**src/rtl/uart_pkg.sv**
```systemverilog
// rtl/uart_pkg.sv - shared types and constants for the UART boot loader
package uart_pkg;

   typedef enum logic [3:0] {
      Idle,
      Sync,
      LenLo,
      LenHi,
      Data,
      Write,
      Check,
      Done,
      Error
   } loader_state_e;

   localparam logic [7:0] SYNC_BYTE = 8'hA5;
   localparam int         LEN_WIDTH = 16;

endpackage

```
**src/rtl/uart_boot_loader.sv**
```systemverilog
// rtl/uart_boot_loader.sv - turns the uart_rx byte stream into IMEM writes and holds the CPU in reset
module uart_boot_loader
   import uart_pkg::*;
#(
   parameter int                    ADDR_WIDTH   = 32,
   parameter logic [ADDR_WIDTH-1:0] BASE_ADDR    = '0,
   parameter int                    MAX_WORDS    = 4096,
   parameter int                    TIMEOUT_CLKS = 1_000_000
) (
   input  logic                  clk_i,
   input  logic                  rst_i,
   input  logic                  boot_en_i,
   input  logic                  rx_dv_i,
   input  logic [7:0]            rx_data_i,
   output logic                  mem_req_o,
   input  logic                  mem_gnt_i,
   output logic [ADDR_WIDTH-1:0] mem_addr_o,
   output logic [31:0]           mem_wdata_o,
   output logic [3:0]            mem_be_o,
   output logic                  cpu_rst_o,
   output logic                  busy_o,
   output logic                  done_o,
   output logic                  err_o
);

   loader_state_e         state_q, state_d;
   logic [ADDR_WIDTH-1:0] addr_q, addr_d;
   logic [31:0]           wdata_q, wdata_d;
   logic [LEN_WIDTH-1:0]  len_q, len_d;
   logic [LEN_WIDTH-1:0]  word_q, word_d;
   logic [1:0]            byte_q, byte_d;
   logic [7:0]            sum_q, sum_d;
   logic [31:0]           to_q;
   logic                  done_q;
   logic                  busy;
   logic                  timeout_hit;
   logic [LEN_WIDTH-1:0]  len_rx;

   assign busy        = (state_q == LenLo) || (state_q == LenHi) || (state_q == Data) ||
                        (state_q == Write) || (state_q == Check);
   assign timeout_hit = busy && !rx_dv_i && (to_q == 32'(TIMEOUT_CLKS - 1));
   assign len_rx      = {rx_data_i, len_q[7:0]};

   always_ff @(posedge clk_i) begin
      if (rst_i) begin
         state_q <= Idle;
         addr_q  <= BASE_ADDR;
         wdata_q <= '0;
         len_q   <= '0;
         word_q  <= '0;
         byte_q  <= '0;
         sum_q   <= '0;
         to_q    <= '0;
         done_q  <= 1'b0;
      end else begin
         state_q <= state_d;
         addr_q  <= addr_d;
         wdata_q <= wdata_d;
         len_q   <= len_d;
         word_q  <= word_d;
         byte_q  <= byte_d;
         sum_q   <= sum_d;
         to_q    <= (!busy || rx_dv_i) ? 32'd0 : to_q + 32'd1;
         done_q  <= (state_q == Done);
      end
   end

   always_comb begin
      state_d = state_q;
      addr_d  = addr_q;
      wdata_d = wdata_q;
      len_d   = len_q;
      word_d  = word_q;
      byte_d  = byte_q;
      sum_d   = sum_q;
      if (timeout_hit) begin
         state_d = Error;
      end else begin
         case (state_q)
            Idle: state_d = boot_en_i ? Sync : Done;
            Sync, Error: begin
               if (rx_dv_i && rx_data_i == SYNC_BYTE) begin
                  state_d = LenLo;
                  sum_d   = '0;
                  addr_d  = BASE_ADDR;
               end
            end
            LenLo: begin
               if (rx_dv_i) begin
                  len_d[7:0] = rx_data_i;
                  state_d    = LenHi;
               end
            end
            LenHi: begin
               if (rx_dv_i) begin
                  len_d[15:8] = rx_data_i;
                  word_d      = '0;
                  byte_d      = '0;
                  if (len_rx == '0 || 32'(len_rx) > 32'(MAX_WORDS)) state_d = Error;
                  else                                               state_d = Data;
               end
            end
            Data: begin
               if (rx_dv_i) begin
                  // little-endian: after four shifts the first byte sits in [7:0]
                  wdata_d = {rx_data_i, wdata_q[31:8]};
                  sum_d   = sum_q + rx_data_i;
                  byte_d  = byte_q + 2'd1;
                  if (byte_q == 2'd3) state_d = Write;
               end
            end
            Write: begin
               // a byte arriving before the write retires is an overrun, even alongside the grant
               if (rx_dv_i) begin
                  state_d = Error;
               end else if (mem_gnt_i) begin
                  word_d  = word_q + 16'd1;
                  addr_d  = addr_q + ADDR_WIDTH'(4);
                  state_d = (word_q + 16'd1 == len_q) ? Check : Data;
               end
            end
            Check: begin
               if (rx_dv_i) state_d = (rx_data_i == sum_q) ? Done : Error;
            end
            Done:    state_d = Done;
            default: state_d = Idle;
         endcase
      end
   end

   assign mem_req_o   = (state_q == Write);
   assign mem_addr_o  = addr_q;
   assign mem_wdata_o = wdata_q;
   assign mem_be_o    = 4'hF;
   assign done_o      = done_q;
   assign cpu_rst_o   = !done_q;
   assign busy_o      = busy;
   assign err_o       = (state_q == Error);

endmodule

```
**config.mk**
```make
export PLATFORM = sky130hd
export DESIGN_NAME = uart_boot_loader
export DESIGN_NICKNAME = d
export VERILOG_FILES = /design/src/rtl/uart_pkg.sv /design/src/rtl/uart_boot_loader.sv
export SDC_FILE = /design/constraint.sdc
export NUM_CORES = 1
export LEC_CHECK = 0
export ABC_AREA = 0
export CAP_MARGIN = 20
export CELL_PAD_IN_SITES_DETAIL_PLACEMENT = 2
export CELL_PAD_IN_SITES_GLOBAL_PLACEMENT = 2
export CORE_MARGIN = 4
export CORE_UTILIZATION = 36
export CTS_CLUSTER_SIZE = 12
export DETAILED_ROUTE_END_ITERATION = 10
export GPL_ROUTABILITY_DRIVEN = 0
export GPL_TIMING_DRIVEN = 0
export PLACE_DENSITY = 0.82
export SETUP_SLACK_MARGIN = 0.02
export SLEW_MARGIN = 10
export SYNTH_ARGS = -nofsm -noshare
export SYNTH_HDL_FRONTEND = slang
export SYNTH_SLANG_ARGS = --single-unit
```
**constraint.sdc**
```tcl
create_clock -name clk_i -period 6.6 [get_ports clk_i]
set_clock_uncertainty 0.2 [all_clocks]
set_input_delay 1.98 -clock clk_i [delete_from_list [all_inputs] [get_ports clk_i]]
set_output_delay 1.98 -clock clk_i [all_outputs]
set_load 0.05 [all_outputs]
```
; ---- Word level (Yosys, flattened, before mapping)
; Index checks and enable logic that the tools add are counted.
[totals]
register_bits = 143
input_bits = 13
output_inout_bits = 73
wordCells = 105
[op_classes]
add_sub_neg = 5
magnitude_cmp = 1
eq_ne = 29
muxes = 28
n_bitwise = 1
reduce_logical = 30
[ops]
columns = cell, n
row1 = 32-bit two-way mux, 3
row2 = 32-bit case mux with 2 select lines, 1
row3 = 16-bit two-way mux, 3
row4 = 4-bit two-way mux, 11
row5 = "32-bit by 1-bit adder with 32-bit output, second input constant", 1
row6 = "32-bit by 3-bit adder with 32-bit output, second input constant", 1
row7 = "32-bit by 20-bit equality test with 1-bit output, second input constant", 1
row8 = 16-bit case mux with 2 select lines, 1
row9 = 4-bit case mux with 8 select lines, 1
row10 = "16-bit by 1-bit adder with 16-bit output, second input constant", 1
row11 = 16-bit equality test, 1
row12 = "4-bit by 3-bit equality test with 1-bit output, second input constant", 4
row13 = "16-bit by 13-bit greater-than comparator with 1-bit output, second input constant", 1
row14 = 16-bit logical NOT, 1
row15 = 8-bit two-way mux, 2
row16 = 8-bit case mux with 2 select lines, 1
row17 = "3-bit != test, second input constant", 5
row18 = 7-bit AND reduction, 2
row19 = "2-bit != test, second input constant", 6
row20 = 5-bit AND reduction, 2
row21 = 3-bit AND reduction, 3
row22 = 8-bit adder, 1
row23 = "4-bit by 2-bit equality test with 1-bit output, second input constant", 2
row24 = 8-bit equality test, 1
row25 = 19 further kinds, 38

; ---- Longest topological paths before layout
; Gate-level depths: netlist (run 1).
[logic_depth]
ltp_word = 9
ltp_mapped = 10

; ---- Least setup slack after synthesis (run 1)
; No wires, ideal clock.
[synth_timing]
kind = reg-to-output
from = reg state_q[3]
to = out err_o
t_arrival_ns = 2.341
slack_ns = 2.079
path_stages_with_launch = 4
path_cell_list = dfxtp_1 > buf_4 > clkbuf_1 > nor4b_1
[synth_between]
elab_chain_len = 1
[synth_lines]
columns = item, line
row1 = start: declaration, uart_boot_loader.sv:26  ; loader_state_e state_q, state_d;
row2 = start signal: assignment, uart_boot_loader.sv:46  ; state_q <= Idle;
row3 = start signal: assignment, uart_boot_loader.sv:56  ; state_q <= state_d;
row4 = 4-bit equality test, uart_boot_loader.sv:138  ; assign err_o = (state_q == Error);
row5 = end: declaration, uart_boot_loader.sv:23  ; output logic err_o
; Every way passes these cells.

; ---- Final worst setup path (run 1)
; Same ends and word-level chain as after synthesis.

==> results.ini, run 1 <==
[outcome]
outcome = complete, no violations

[routing]
drt.antenna.violating_nets = 0
drt_first_pass_iters = 4
vias_per_cell = 5.47
vias = 6816
drt-wirelength-per-cell_um = 20.3
drt_iter0_markers = 251
drc = 0
wl_mm = 25.3

[logic_synthesis]
async_flop_share_pct = 0
synthCells = 868
yosysWarnings = 0
synth_top_area_share_pct = 39.6
syn_area_per_cell_um2 = 8.21
synth-edff-count = 0
ys_seq_elements = 141
seq_area_frac_synth_pct = 39.6
syn_area_mm2 = 0.00712
synthFlopType = dfxtp_1
synthDistinctLibCells = 65
synth_top_cell_by_area = dfxtp_1
synth_area_leaders = dfxtp_1, nand2_1, a21oi_1

[floorplanning]
core_mm2 = 0.0195
dieArea_mm2 = 0.0221
rows = 51
die_height_um = 149
initial_core_util_pct = 36.6
die_x_um = 149
io_pins = 86

[cts]
h-tree-depth = 4
cts_tree = done
clockRootBuffer = clkbuf_16
cts_setup_buffers = 0
cts_resized = 0
hold_buffers = 0
clk_pin_slew_ns = 0.06
cts_buffers = 17
cts_buffer_depth = 2
cts.sinks = 141
insertion_delay_ns = 0.44

[critical_path]
required_ns = 4.42
max_stage_delay_ns = 0.91
crit_chain = buf_4 > clkbuf_1 > nor4b_1 > clkdlybuf4s50_1
startpoint_type = register
critPathMaxFanout = 10
crit_family = buffers and inverters
slowest_stage = clkdlybuf4s50_1
critical_path_arrival_ns = 2.72
cp-end-kind = output pin
timing_worst_setup_path_type = reg -> out
critPathBufInv = 3

[flow_run]
cap_viol_max_count = 0

[timing]
final-max-slew-violation-count = 0
post-route-period-util_pct = 74.2
period_minus_slack_ns = 4.90
final_hold_viol_count = 0
max_slew_margin_pct = 35.5
tightestPinTransition_ns = 0.959
max_freq_mhz = 204
rsz0062_at_grt = no
finalSetupViolCount = 0
fin_ws_ns = 1.70
tns_ns = 0

[layout]
fillers = 2177
antenna_cells = 0
area_growth_pct = 25.2
drive_gt1_share_pct = 6.52
ff_latch_area_mm2 = 0.00282
multi_input_area_mm2 = 0.00400
nets = 994
fin_area_mm2 = 0.00892

[global_routing]
overflow = 0
grt_pass1_wl_mm = 41.3
grt_pass1_vias = 7493
grt_max_degree = 17
antenna_found_initial = 0
track_usage_pct = 23.5

[placed_design]
io_buffer_count = 77
dp_hpwl_mm = 17.7
detailedPlace.worstSlack_ns = 1.52
place_area_mm2 = 0.00825

[power_and_ir_drop]
cellLeakagePower_nw = 3.06
power.density_mw_per_mm2 = 278
ir_worst_vdd_mv = 0.188
design_power_total_mw = 2.47

[worst_hold_path]
hold_class = reg -> reg

[Yosys cell counts, types with 3 or more instances]
cell type / instances
a211oi_1: 3
a21o_1: 5
a21oi_1: 76
a31oi_1: 6
and2_1: 7
and3_1: 17
and4_1: 12
buf_2: 6
buf_4: 11
clkbuf_1: 36
dfxtp_1: 141
ha_1: 11
inv_1: 15
mux2i_1: 20
nand2_1: 104
nand2b_1: 9
nand3_1: 39
nand3b_1: 4
nand4_1: 20
nor2_1: 93
nor3_1: 10
nor3b_1: 3
nor4_1: 25
nor4b_1: 7
o21a_1: 3
o21ai_0: 26
o21bai_1: 3
o31a_1: 3
o31ai_1: 6
o41ai_1: 3
or2_2: 4
or3_1: 18
or4_1: 8
or4b_1: 3
xnor2_1: 42
xor2_1: 31
[report_power, final]
group | leakage, nW | switching, mW | internal, mW
Sequential | 1.14 | 0.0256 | 0.877
Combinational | 1.61 | 0.303 | 0.153
Clock | 0.316 | 0.403 | 0.712
Total | 3.06 | 0.732 | 1.74
[state kept, by name, summed over array words and instances (netlist names)]
register,count
word_q,16
mem_wdata_o,32
mem_addr_o,30
sum_q,8
done_o,1
byte_q,2
to_q,32
state_q,4
len_q,16
[cells by family (layout without fill, tap and decap cells)]
logic type	after synthesis	after routing	share of synthesized area (%)
DFF	141	141	39.6
muxes	21	21	2.97
and+or+nand+nor	394	394	28.5
xor gates and xnor gates	73	73	8.97
buffers and inverters	70	180	4.50
other	2	6	0.105
adders and majority gates	12	12	2.21
AOI/OAI and AO/OA	155	155	13.1
[worst min-delay path: cells and delay by family, from the launching register on]
family             cells  cell delay, ns
and+or+nand+nor        1            0.05
AOI/OAI and AO/OA      1            0.05
DFF                    1            0.31
[area by class of cell]
| class | count | area share [%] |
|---|---|---|
| inverters | 15 | 0.631 |
| plain buffers | 55 | 2.96 |
| flip-flops and latches | 141 | 31.6 |
| clock buffers | 23 | 5.47 |
| clock inverters | 9 | 2.03 |
| well taps | 265 | 3.72 |
| multi-input cells | 661 | 44.8 |
| repair buffers | 78 | 8.73 |
[stage by stage]
step / instances / hold WS, ns / util (%)
after floorplan: 872 / 0.238 / -
after global routing: 1247 / 0.286 / 45.8
after global placement: 1214 / 0.243 / 42.3
final: 1247 / 0.260 / 45.8
after CTS: 1247 / 0.264 / 45.8
after detailed placement: 1215 / 0.252 / 42.4
[routing by layer]
layer / GRT usage, % / vias to the layer above / wire length [µm]
met1: 29.1 / 3431 / 11200
met2: 42.1 / 91 / 13000
met4: 6.93 / 0 / 384
met3: 3.81 / 30 / 665
met5: 0 / - / 0
li1: - / 3264 / -
[placed cells by master, fill, tap and decap left out, drive strengths merged, types with 4 or more instances in the layout]
cell type,netlist,layout
nor2,93,93
dfxtp,141,141
nor3b,4,4
and4,12,12
o21ai,26,26
buf,18,19
nor4b,7,7
or2,4,4
nand3,39,39
nand3b,4,4
clkbuf,37,60
mux2i,20,20
a21oi,77,77
xnor2,42,42
a31oi,6,6
nor4,25,25
conb,2,6
or4,8,8
nand2,105,105
ha,11,11
nand2b,9,9
and3,17,17
or3,19,19
nand4,20,20
bufinv,0,5
inv,15,15
nor3,12,12
and2,7,7
clkdlybuf4s50,0,77
xor2,31,31
o31ai,6,6
a21o,5,5
or4b,4,4
[path summary, 6_finish.rpt]
kind	start	endpoint	slack (ns)	cells past startpoint
worst max-delay path	state_q[3]	err_o	1.70	4
worst min register to register	mem_wdata_o[3]	mem_wdata_o[3]	0.26	2
worst min-delay path	mem_wdata_o[3]	mem_wdata_o[3]	0.26	2
worst max register to register	state_q[0]	state_q[1]	3.52	10
(Power assumes the default switching activity.)
==> run 2: changes to the inputs <==
--- a/config.mk
+++ b/config.mk
@@ -10,12 +10,12 @@
 export CELL_PAD_IN_SITES_DETAIL_PLACEMENT = 2
 export CELL_PAD_IN_SITES_GLOBAL_PLACEMENT = 2
 export CORE_MARGIN = 4
-export CORE_UTILIZATION = 36
+export CORE_UTILIZATION = 33
 export CTS_CLUSTER_SIZE = 12
 export DETAILED_ROUTE_END_ITERATION = 10
 export GPL_ROUTABILITY_DRIVEN = 0
 export GPL_TIMING_DRIVEN = 0
-export PLACE_DENSITY = 0.82
+export PLACE_DENSITY = 0.76
 export SETUP_SLACK_MARGIN = 0.02
 export SLEW_MARGIN = 10
 export SYNTH_ARGS = -nofsm -noshare
==> constraint.sdc (replaced) <==
create_clock -name clk_i -period 4.9 [get_ports clk_i]
set_clock_uncertainty 0.2 [all_clocks]
set_input_delay 1.47 -clock clk_i [delete_from_list [all_inputs] [get_ports clk_i]]
set_output_delay 1.47 -clock clk_i [all_outputs]
set_load 0.05 [all_outputs]
==> results.ini, run 2 (synthesized netlist as in run 1, its figures left out) <==
[global_routing]
antenna_found_initial = 0
track_usage_pct = 19.8
grt_max_degree = 17
overflow = 0
grt_pass1_vias = 7040
grt_pass1_wl_mm = 38.5

[placed_design]
place_area_mm2 = 0.00826
dp_hpwl_mm = 17.4
detailedPlace.worstSlack_ns = 0.373
io_buffer_count = 77

[layout]
drive_gt1_share_pct = 6.12
fillers = 2409
fin_area_mm2 = 0.00881
area_growth_pct = 23.7
ff_latch_area_mm2 = 0.00282
multi_input_area_mm2 = 0.00400
layout_commonest_cell = dfxtp_1
antenna_cells = 0
final_util_pct = 41.7
nets = 994
final_cell_mix = dfxtp_1, nand2_1, nor2_1

[timing]
fin_ws_ns = 0.505
rsz0062_at_grt = no
max_slew_margin_pct = 30.0
max_freq_mhz = 228
post-route-period-util_pct = 89.7
final-max-slew-violation-count = 0
hold_ws_ns = 0.254
finalSetupViolCount = 0
tightestPinTransition_ns = 1.04
tns_ns = 0
final_hold_viol_count = 0
period_minus_slack_ns = 4.40

[critical_path]
cp-startpoint = state_q[3]
worstReg2RegStart = state_q[1]
timing_worst_setup_path_type = reg -> out
crit_end = err_o
critPathMaxFanout = 10
critical_path_arrival_ns = 2.73
startpoint_type = register
required_ns = 3.23
cp-end-kind = output pin
worst_r2r_endpoint = word_q[3]
reg2reg_depth = 9
rrSetupSlack_ns = 1.88

[cts]
cts_buffers = 17
cts_buffer_depth = 2
cts_resized = 0
cts_setup_buffers = 0
insertion_delay_ns = 0.42
hold_buffers = 0
clockRootBuffer = clkbuf_16
cts_tree = done
clk_pin_slew_ns = 0.06
cts.sinks = 141
h-tree-depth = 4

[routing]
drt.antenna.violating_nets = 0
wl_mm = 23.7
drc = 0
drt-wirelength-per-cell_um = 18.9
drt_first_pass_iters = 4
vias_per_cell = 5.37
vias = 6742
drt_iter0_markers = 272

[floorplanning]
rows = 53
die_x_um = 155
initial_core_util_pct = 33.7
core_mm2 = 0.0212
dieArea_mm2 = 0.0240
io_pins = 86
die_height_um = 155

[power_and_ir_drop]
power.internal_mw = 2.14
power.density_mw_per_mm2 = 348
switching_share_pct = 30.2
ir_worst_vdd_mv = 0.202
seq_power_share_pct = 39.6
p_sw_uw = 927
cellLeakagePower_nw = 3.02
power_frac_comb_pct = 19.4
pwr-share-clk_pct = 41.1

[flow_run]
cap_viol_max_count = 0

[outcome]
outcome = complete, no violations

[worst_hold_path]
hp-start = mem_wdata_o[0]
hold_class = reg -> reg

## run 2: cell count changes in the layout (fill, tap and decap cells not counted)
cell        before  now
bufinv_16        5    2
clkinv_2         0    5
clkbuf_1        38   41
clkinvlp_4       3    1
clkinv_4         1    0
clkbuf_8         4    1
## run 2: power groups by stage
stage / Combinational [mW] / Sequential, mW / Clock, mW
after floorplan: 0.403 / 1.25 / 0
after global placement: 0.580 / 1.24 / 0
after detailed placement: 0.591 / 1.24 / 0
after CTS: 0.598 / 1.22 / 1.29
after global routing: 0.656 / 1.22 / 1.35
final: 0.594 / 1.22 / 1.26
## run 2: stage by stage
stage,cells,power (mW)
floorplan,872,1.65
global placement,1224,1.82
detailed placement,1225,1.83
CTS,1256,3.10
global route,1256,3.22
finish,1256,3.07
## run 2: worst min-delay path by stage
stage	to	slack, ns	cells after the start
2_1_floorplan	to_q[0]	0.24	1
3_3_place_gp	mem_wdata_o[0]	0.24	2
3_5_place_dp	mem_wdata_o[0]	0.25	2
4_1_cts	mem_wdata_o[0]	0.26	2
5_1_grt	mem_wdata_o[7]	0.29	2
6_report	mem_wdata_o[0]	0.25	2
## run 2: critical path: stages (launching register included)
cell and delay [ns]:
dfxtp_1 0.31, buf_4 0.16, clkbuf_1 0.38, nor4b_1 0.54
clkdlybuf4s50_1 0.92
## run 2: layout make-up
cell class,instances,share of cell area [%]
multi-input cells,661,45.3
flip-flops and latches,141,32.0
repair buffers,78,8.83
clock buffers,23,5.20
well taps,275,3.90
plain buffers,55,3.00
clock inverters,8,1.05
inverters,15,0.639
## run 2: layer usage
layer | global-route usage, % | part of all wire [%] | vias up
li1 | - | - | 3265
met1 | 26.4 | 47 | 3405
met2 | 34.2 | 50 | 61
met3 | 2.92 | 2.2 | 11
met4 | 4.08 | 0.65 | 0
met5 | 0 | 0 | -
==> patch, RTL diff (flow settings as in run 2) <==
The parameter `ADDR_WIDTH` goes from 32 to 24.
--- a/src/rtl/uart_boot_loader.sv
+++ b/src/rtl/uart_boot_loader.sv
@@ -2,7 +2,7 @@
 module uart_boot_loader
    import uart_pkg::*;
 #(
-   parameter int                    ADDR_WIDTH   = 32,
+   parameter int                    ADDR_WIDTH   = 24,
    parameter logic [ADDR_WIDTH-1:0] BASE_ADDR    = '0,
    parameter int                    MAX_WORDS    = 4096,
    parameter int                    TIMEOUT_CLKS = 1_000_000
Interface: changed (resized mem_addr_o); port bits go from 86 to 78. No check against the original RTL was run, so the function may have changed too.
==> patch against run 2 <==
  * Global-route usage up 0.54 points
  * Sequential power down 5%
  * Sequential share of layout area down 0.52 points
  * Worst hold slack better by 0.0019 ns
  * Register-to-register slack better by 0.19 ns
  * Final area down 4.1%
  * Worst setup slack better by 0.33 ns
  * First-iteration DRC count down 29%
  * Synthesized area down 4.0%
  * Sequential cell count down 8
  * Wire length down 1.5%
  * Total power up 3.9%
==> patch: results (changes against run 2) <==
[final_layout]
nets = 955  ; -3.9%
n_all_buffers = 125  ; -6.0%
fill_cells = 2323  ; -3.6%
multi_input_cells = 641  ; -3.0%
clk_share = 0.0668  ; +0.00430
inverters = 12  ; -3
sh_seq_area = 0.315  ; -0.00525

[critical_path]
arrival_ns = 2.40  ; -0.33 ns
critical_path.max_stage_delay_ns = 0.87  ; -0.05 ns
ff2ff_path_depth = 8  ; -1

[place]
dpl.cell_count = 1181  ; -3.6%
dpl.hpwl_mm = 17.5  ; +0.73%
port_buffers = 69  ; -10%

[drt]
vias = 6565  ; -2.6%
wl_met1_mm = 10.5  ; -6.0%
wl_met3_microns = 464  ; -10%
met2_length_mm = 12.0  ; +1.1%
wl_mm = 23.3  ; -1.5%

[grt]
gr-usage-all-layers = 0.204  ; +0.00541
grt_util_met1 = 0.245  ; -0.0188

[synthesis]
synth-compound-area-share = 0.127  ; -0.00430
synth_area_leaders = dfxtp_1 (39%), nand2_1 (5.9%), nor2_1 (5.4%)
yosysSeqAreaShare = 0.389  ; -0.00710
synth-adder-area-share = 0.0230  ; +0.000910
synth_cell_type_count = 73  ; +12%

[pwr]
peakVddDrop_v = 0.000230  ; +14%
p_per_area_nw_per_um2 = 378  ; +8.3%

[worst_hold_path]
hold_start = mem_wdata_o[5]

[status]
status = completed

[sta]
tightest_slew_ns = 1.08  ; +0.0383 ns

patch: changes by cell type after synthesis, moves of 8 or more:
cell     before  now
a21oi_1      76   66
dfxtp_1     141  133
nor3_1       10   20
nor4_1       25   13
patch: worst reg2reg max path, cell delays in order, from the launching register on:
cell and delay, ns:
dfxtp_1 0.35, clkbuf_1 0.25, nor2b_1 0.25, and3_1 0.18, clkbuf_1 0.29, clkbuf_1 0.45
clkbuf_1 0.44, nand2_1 0.16, a21oi_1 0.17
patch: power by group:
group | total [mW] | switching (mW) | internal [mW]
logic | 0.799 | 0.544 | 0.256
clock network | 1.23 | 0.563 | 0.670
registers | 1.16 | 0.0363 | 1.12
total | 3.19 | 1.14 | 2.05
patch: path summary, 6_finish.rpt:
check	slack (ns)	endpoint
worst max register to register	2.07	mem_wdata_o[25]
worst min-delay path	0.26	mem_wdata_o[5]
worst min register to register	0.26	mem_wdata_o[5]
worst max-delay path	0.83	busy_o
